### config.mk
export PLATFORM = sky130hd
export DESIGN_NAME = calc_entry_fsm
export DESIGN_NICKNAME = d
export VERILOG_FILES = /design/src/rtl/calc_entry_fsm.sv
export SDC_FILE = /design/constraint.sdc
export NUM_CORES = 1
export LEC_CHECK = 0
export CAP_MARGIN = 20
export CORE_UTILIZATION = 52
export CTS_CLUSTER_SIZE = 30
export DETAILED_ROUTE_END_ITERATION = 6
export PLACE_DENSITY = 0.72
export SYNTH_ARGS = -nofsm -noshare
export SYNTH_HDL_FRONTEND = slang
export SYNTH_SLANG_ARGS = --single-unit
### constraint.sdc
create_clock -name clk -period 3.3 [get_ports clk]
set_input_delay 0.495 -clock clk [delete_from_list [all_inputs] [get_ports clk]]
set_output_delay 0.495 -clock clk [all_outputs]
set_load 0.01 [all_outputs]
### src/rtl/calc_entry_fsm.sv
// Operand/operator entry controller for the mini ALU.
// Four raw push-buttons are synchronised, debounced and edge-detected.
// The resulting press events drive an entry FSM: op1 -> op2 -> operation -> result.
//
// Handshake: opValid is a one-cycle, registered strobe with no ready/back-pressure.
// While it is high, op1/op2/operation hold the committed values, and they stay
// stable for the whole RESULT state.
module calc_entry_fsm #(
  parameter int OPW             = 8,
  parameter int DEBOUNCE_CYCLES = 250000
) (
  input  logic           clk,
  input  logic           rst_n,
  input  logic           btnUp,
  input  logic           btnDown,
  input  logic           btnNext,
  input  logic           btnClr,
  output logic [OPW-1:0] op1,
  output logic [OPW-1:0] op2,
  output logic [1:0]     operation,
  output logic           opValid,
  output logic [1:0]     entryState,
  output logic [OPW-1:0] editValue
);

  localparam int CW = (DEBOUNCE_CYCLES > 1) ? $clog2(DEBOUNCE_CYCLES + 1) : 1;
  localparam logic [CW-1:0] CNT_LAST = CW'(DEBOUNCE_CYCLES - 1);

  // Button lane indices inside the 4-bit vectors
  localparam int B_UP   = 0;
  localparam int B_DOWN = 1;
  localparam int B_NEXT = 2;
  localparam int B_CLR  = 3;

  typedef enum logic [1:0] {
    ST_OP1    = 2'd0,
    ST_OP2    = 2'd1,
    ST_OPSEL  = 2'd2,
    ST_RESULT = 2'd3
  } state_t;

  // ---------------- input path ----------------
  logic [3:0]    raw;
  logic [3:0]    sync1_q, sync1_d;
  logic [3:0]    sync2_q, sync2_d;
  logic [3:0]    deb_q, deb_d;
  logic [3:0]    deb_prev_q, deb_prev_d;
  logic [CW-1:0] cnt_q [4];
  logic [CW-1:0] cnt_d [4];
  logic [3:0]    press;

  assign raw = {btnClr, btnNext, btnDown, btnUp};

  // Synchroniser shift and debounce: count cycles in which the synchronised level
  // differs from the accepted level. Accept the new level after DEBOUNCE_CYCLES
  // consecutive differing cycles. Any return to the accepted level restarts the count.
  always_comb begin
    sync1_d    = raw;
    sync2_d    = sync1_q;
    deb_d      = deb_q;
    deb_prev_d = deb_q;
    for (int i = 0; i < 4; i++) begin
      cnt_d[i] = '0;
      if (sync2_q[i] != deb_q[i]) begin
        if (cnt_q[i] == CNT_LAST) begin
          deb_d[i] = sync2_q[i];
          cnt_d[i] = '0;
        end else begin
          cnt_d[i] = cnt_q[i] + CW'(1);
        end
      end
    end
  end

  // A press is a rising edge of the debounced level. A release produces no event.
  assign press = deb_q & ~deb_prev_q;

  // Input-path registers
  always_ff @(posedge clk) begin
    if (!rst_n) begin
      sync1_q    <= '0;
      sync2_q    <= '0;
      deb_q      <= '0;
      deb_prev_q <= '0;
      for (int i = 0; i < 4; i++) cnt_q[i] <= '0;
    end else begin
      sync1_q    <= sync1_d;
      sync2_q    <= sync2_d;
      deb_q      <= deb_d;
      deb_prev_q <= deb_prev_d;
      for (int i = 0; i < 4; i++) cnt_q[i] <= cnt_d[i];
    end
  end

  // ---------------- entry FSM ----------------
  state_t         state_q, state_d;
  logic [OPW-1:0] op1_q, op1_d;
  logic [OPW-1:0] op2_q, op2_d;
  logic [1:0]     oper_q, oper_d;
  logic           opvalid_q, opvalid_d;
  logic [OPW-1:0] edit_q, edit_d;
  logic           step_up, step_dn;

  // Up and Down pressed in the same cycle cancel each other
  assign step_up = press[B_UP] & ~press[B_DOWN];
  assign step_dn = press[B_DOWN] & ~press[B_UP];

  // Next-state and field update. Clr beats Next, and Next beats Up/Down.
  always_comb begin
    state_d   = state_q;
    op1_d     = op1_q;
    op2_d     = op2_q;
    oper_d    = oper_q;
    opvalid_d = 1'b0;
    if (press[B_CLR]) begin
      state_d = ST_OP1;
      op1_d   = '0;
      op2_d   = '0;
      oper_d  = '0;
    end else if (press[B_NEXT]) begin
      case (state_q)
        ST_OP1:    state_d = ST_OP2;
        ST_OP2:    state_d = ST_OPSEL;
        ST_OPSEL: begin
          state_d   = ST_RESULT;
          opvalid_d = 1'b1;
        end
        default:   state_d = ST_OP1;
      endcase
    end else begin
      case (state_q)
        ST_OP1: begin
          if (step_up)      op1_d = op1_q + OPW'(1);
          else if (step_dn) op1_d = op1_q - OPW'(1);
        end
        ST_OP2: begin
          if (step_up)      op2_d = op2_q + OPW'(1);
          else if (step_dn) op2_d = op2_q - OPW'(1);
        end
        ST_OPSEL: begin
          if (step_up)      oper_d = oper_q + 2'd1;
          else if (step_dn) oper_d = oper_q - 2'd1;
        end
        default: ;
      endcase
    end
  end

  // Display field follows the next state, so it updates on the same edge as its source
  always_comb begin
    edit_d = '0;
    case (state_d)
      ST_OP1:   edit_d = op1_d;
      ST_OP2:   edit_d = op2_d;
      ST_OPSEL: edit_d = OPW'(oper_d);
      default:  edit_d = '0;
    endcase
  end

  // FSM and output registers
  always_ff @(posedge clk) begin
    if (!rst_n) begin
      state_q   <= ST_OP1;
      op1_q     <= '0;
      op2_q     <= '0;
      oper_q    <= '0;
      opvalid_q <= 1'b0;
      edit_q    <= '0;
    end else begin
      state_q   <= state_d;
      op1_q     <= op1_d;
      op2_q     <= op2_d;
      oper_q    <= oper_d;
      opvalid_q <= opvalid_d;
      edit_q    <= edit_d;
    end
  end

  assign op1        = op1_q;
  assign op2        = op2_q;
  assign operation  = oper_q;
  assign opValid    = opvalid_q;
  assign entryState = state_q;
  assign editValue  = edit_q;

endmodule

==> flow_metrics.tcl <==
set metrics [dict create \
    relSlewSlack 0.400 \
    clock_sinks 117 \
    synth.distinct_cells 49 \
    wirelength_mm 10.6 \
    r2r_cells 7 \
    drt_iter0_drc 193 \
    worst_pin_slew_ns 0.891 \
    gp_congestion 0.900 \
    worstPathRequired_ns 3.67 \
    grt_pass1_wl_mm 18.1 \
    drive_gt1_frac 0.0692 \
    antenna_found_initial 0 \
    hold_violations 0 \
    vdd_drop_max_mv 0.488 \
    numCtsBuffers 17 \
    rsz0062_at_grt "false" \
    overflow 0 \
    place_ws_ns 0.874 \
    seq_area_frac_synth 0.448 \
    cp-start-kind "register" \
    die_w_um 102 \
    area_delta_synth_final_pct 20.3 \
    crit_fanout 6 \
    syn-mean-instance-area_um2 8.71 \
    ys_async_sr_fraction 0 \
    drc 0 \
    grt_pass1_vias 3922 \
    tns_ns 0 \
    post-cts-setup-buffers 0 \
    p_per_area_nw_per_um2 543 \
    hold_depth 1 \
    cts_tree "done" \
    ys.warnings.count 0 \
    synth_edf_count 0 \
    grt_max_degree 20 \
    period_share 0.691 \
    core-area_um2 9770 \
    cts_root_buf "clkbuf_8" \
    r2r_start "entryState[0]" \
    antenna_left 0 \
    crit_arrival_ns 2.65 \
    detail_route.wl_per_cell_um 13.6 \
    r2r_slack_ns 1.02 \
    drv_slew 0 \
    port_buffers 34 \
    io_pins 35 \
    hpwl_mm 7.29 \
    num_vias 4186 \
    synth.most_common_cell "dfxtp_1" \
    r2r-end "editValue[4]" \
    outcome "finished, final reports clean" \
    cts_hold_buf 0 \
    start_util 0.535 \
    clkTransAtPathRegs_ns 0.06 \
    min_to "sync2_q[2]" \
    num_rows 36 \
    crit_path_end_kind "register" \
    drt_first_pass_iters 5 \
    synth_flop_cell "dfxtp_1" \
    synth_area_um2 5230 \
    synth_fp_nets 619 \
    hp-class "reg -> reg" \
    fin_ws_ns 1.02 \
    whs_ns 0.431 \
    cts-htree-levels 4 \
    finClkSkew_ns 0.00324 \
    ctsResizeCount 0 \
    min_from "sync1_q[2]" \
    post-route-min-period_ns 2.28 \
    netlist_top_cells_count "dfxtp_1 (117), nor2_1 (115), nand3_1 (40), xnor2_1 (40), xor2_1 (38)" \
    fp.dieH_um 102 \
    die-area_um2 10500 \
    p_leak_nw 2.12 \
    finalSetupViolations 0 \
    fill_cells 815 \
    diodes 0 \
    path_class "reg -> reg" \
    max_clock_freq_mhz 439 \
    synth_area_leader_cell "dfxtp_1" \
    netlist_instances 601 \
    ys_seq_elements 117 \
    nets 655 \
    cts.path.max_buffers 2 \
    ys_top_cells_by_area "dfxtp_1 (45%), nor2_1 (8.2%), xnor2_1 (6.7%)" \
    clk_latency_ns 0.52 \
    vias_per_cell 5.35 \
    track_usage 0.225 \
    yosys.area.top_type_share 0.448 \
    maxCapViolCount 0 \
]
==> per-layer routing <==
layer | up-vias | part of all wire | global-route usage
li1 | 2114 | - | -
met4 | 0 | 0.014 | 0.0934
met1 | 1969 | 0.46 | 0.284
met3 | 14 | 0.050 | 0.0698
met2 | 89 | 0.48 | 0.357
met5 | - | 0 | 0
==> flip-flops by register name, indices dropped and copies added, names as in the netlist <==
| register | cells |
|---|---|
| cnt_q | 72 |
| editValue | 8 |
| op1 | 8 |
| op2 | 8 |
| deb_prev_d | 4 |
| deb_prev_q | 4 |
| sync1_q | 4 |
| sync2_q | 4 |
| entryState | 2 |
| operation | 2 |
| opValid | 1 |
==> cell usage in the layout, fill, tap and decap left out, types with 3 or more instances in the layout <==
cell / n
a21oi_1: 13
and2_1: 17
and3_1: 11
and4_1: 3
bufinv_16: 5
clkbuf_16: 16
clkdlybuf4s50_1: 34
clkinv_2: 3
clkinvlp_4: 3
dfxtp_1: 117
ha_1: 12
inv_1: 17
mux2i_1: 8
nand2_1: 35
nand2b_1: 4
nand3_1: 40
nand4_1: 19
nor2_1: 115
nor2b_1: 4
nor3_1: 18
nor4_1: 9
nor4b_1: 3
o21ai_0: 9
o22ai_1: 3
or2_2: 3
or3_1: 12
xnor2_1: 40
xor2_1: 38
==> worst max-delay path, stage by stage (launching register included) <==
cell	delay [ns]
dfxtp_1	0.42
inv_1	0.10
ha_1	0.30
mux2i_1	0.12
nor2_1	0.17
inv_1	0.09
o21ai_0	0.72
o32ai_1	0.20
==> cells by family after synthesis <==
logic type,after synthesis,share of synthesized area
compound gates,44,0.0564
mux,10,0.0196
xor+xnor,79,0.136
fa+ha+maj,12,0.0287
buf+inv,37,0.0308
flops,117,0.448
simple gates,302,0.281
==> worst max-delay path by stage <==
stage / to / cells after the start / startpoint
after global routing: editValue[4] / 7 / entryState[0]
after floorplan: editValue[3] / 7 / entryState[0]
after CTS: editValue[6] / 6 / deb_prev_d[0]
after detailed placement: cnt_q[0][16] / 5 / rst_n
final: editValue[4] / 7 / entryState[0]
after global placement: cnt_q[0][16] / 5 / rst_n
==> power breakdown <==
| group | switching, mW | leakage, nW | internal [mW] |
|---|---|---|---|
| sequential | 0.00306 | 0.944 | 1.42 |
| clock | 0.650 | 0.304 | 1.32 |
| combinational | 0.0192 | 0.875 | 0.0113 |
==> area by class of cell <==
type | count | area, µm² | area share
flip-flops and latches | 117 | 2340 | 0.372
well taps | 133 | 166 | 0.0264
multi-input cells | 447 | 2730 | 0.433
clock buffers | 19 | 432 | 0.0685
clock inverters | 13 | 205 | 0.0326
inverters | 18 | 67.6 | 0.0107
repair buffers | 36 | 355 | 0.0564
==> per-stage QoR <==
stage | cells | utilization | instance area (µm²) | power [mW]
floorplan | 601 | - | 5230 | 1.47
global placement | 751 | 0.579 | 5660 | 1.48
detailed placement | 751 | 0.579 | 5660 | 1.48
CTS | 783 | 0.644 | 6300 | 3.45
global route | 783 | 0.644 | 6300 | 3.52
finish | 783 | 0.644 | 6300 | 3.42
(Power assumes the default switching activity.)
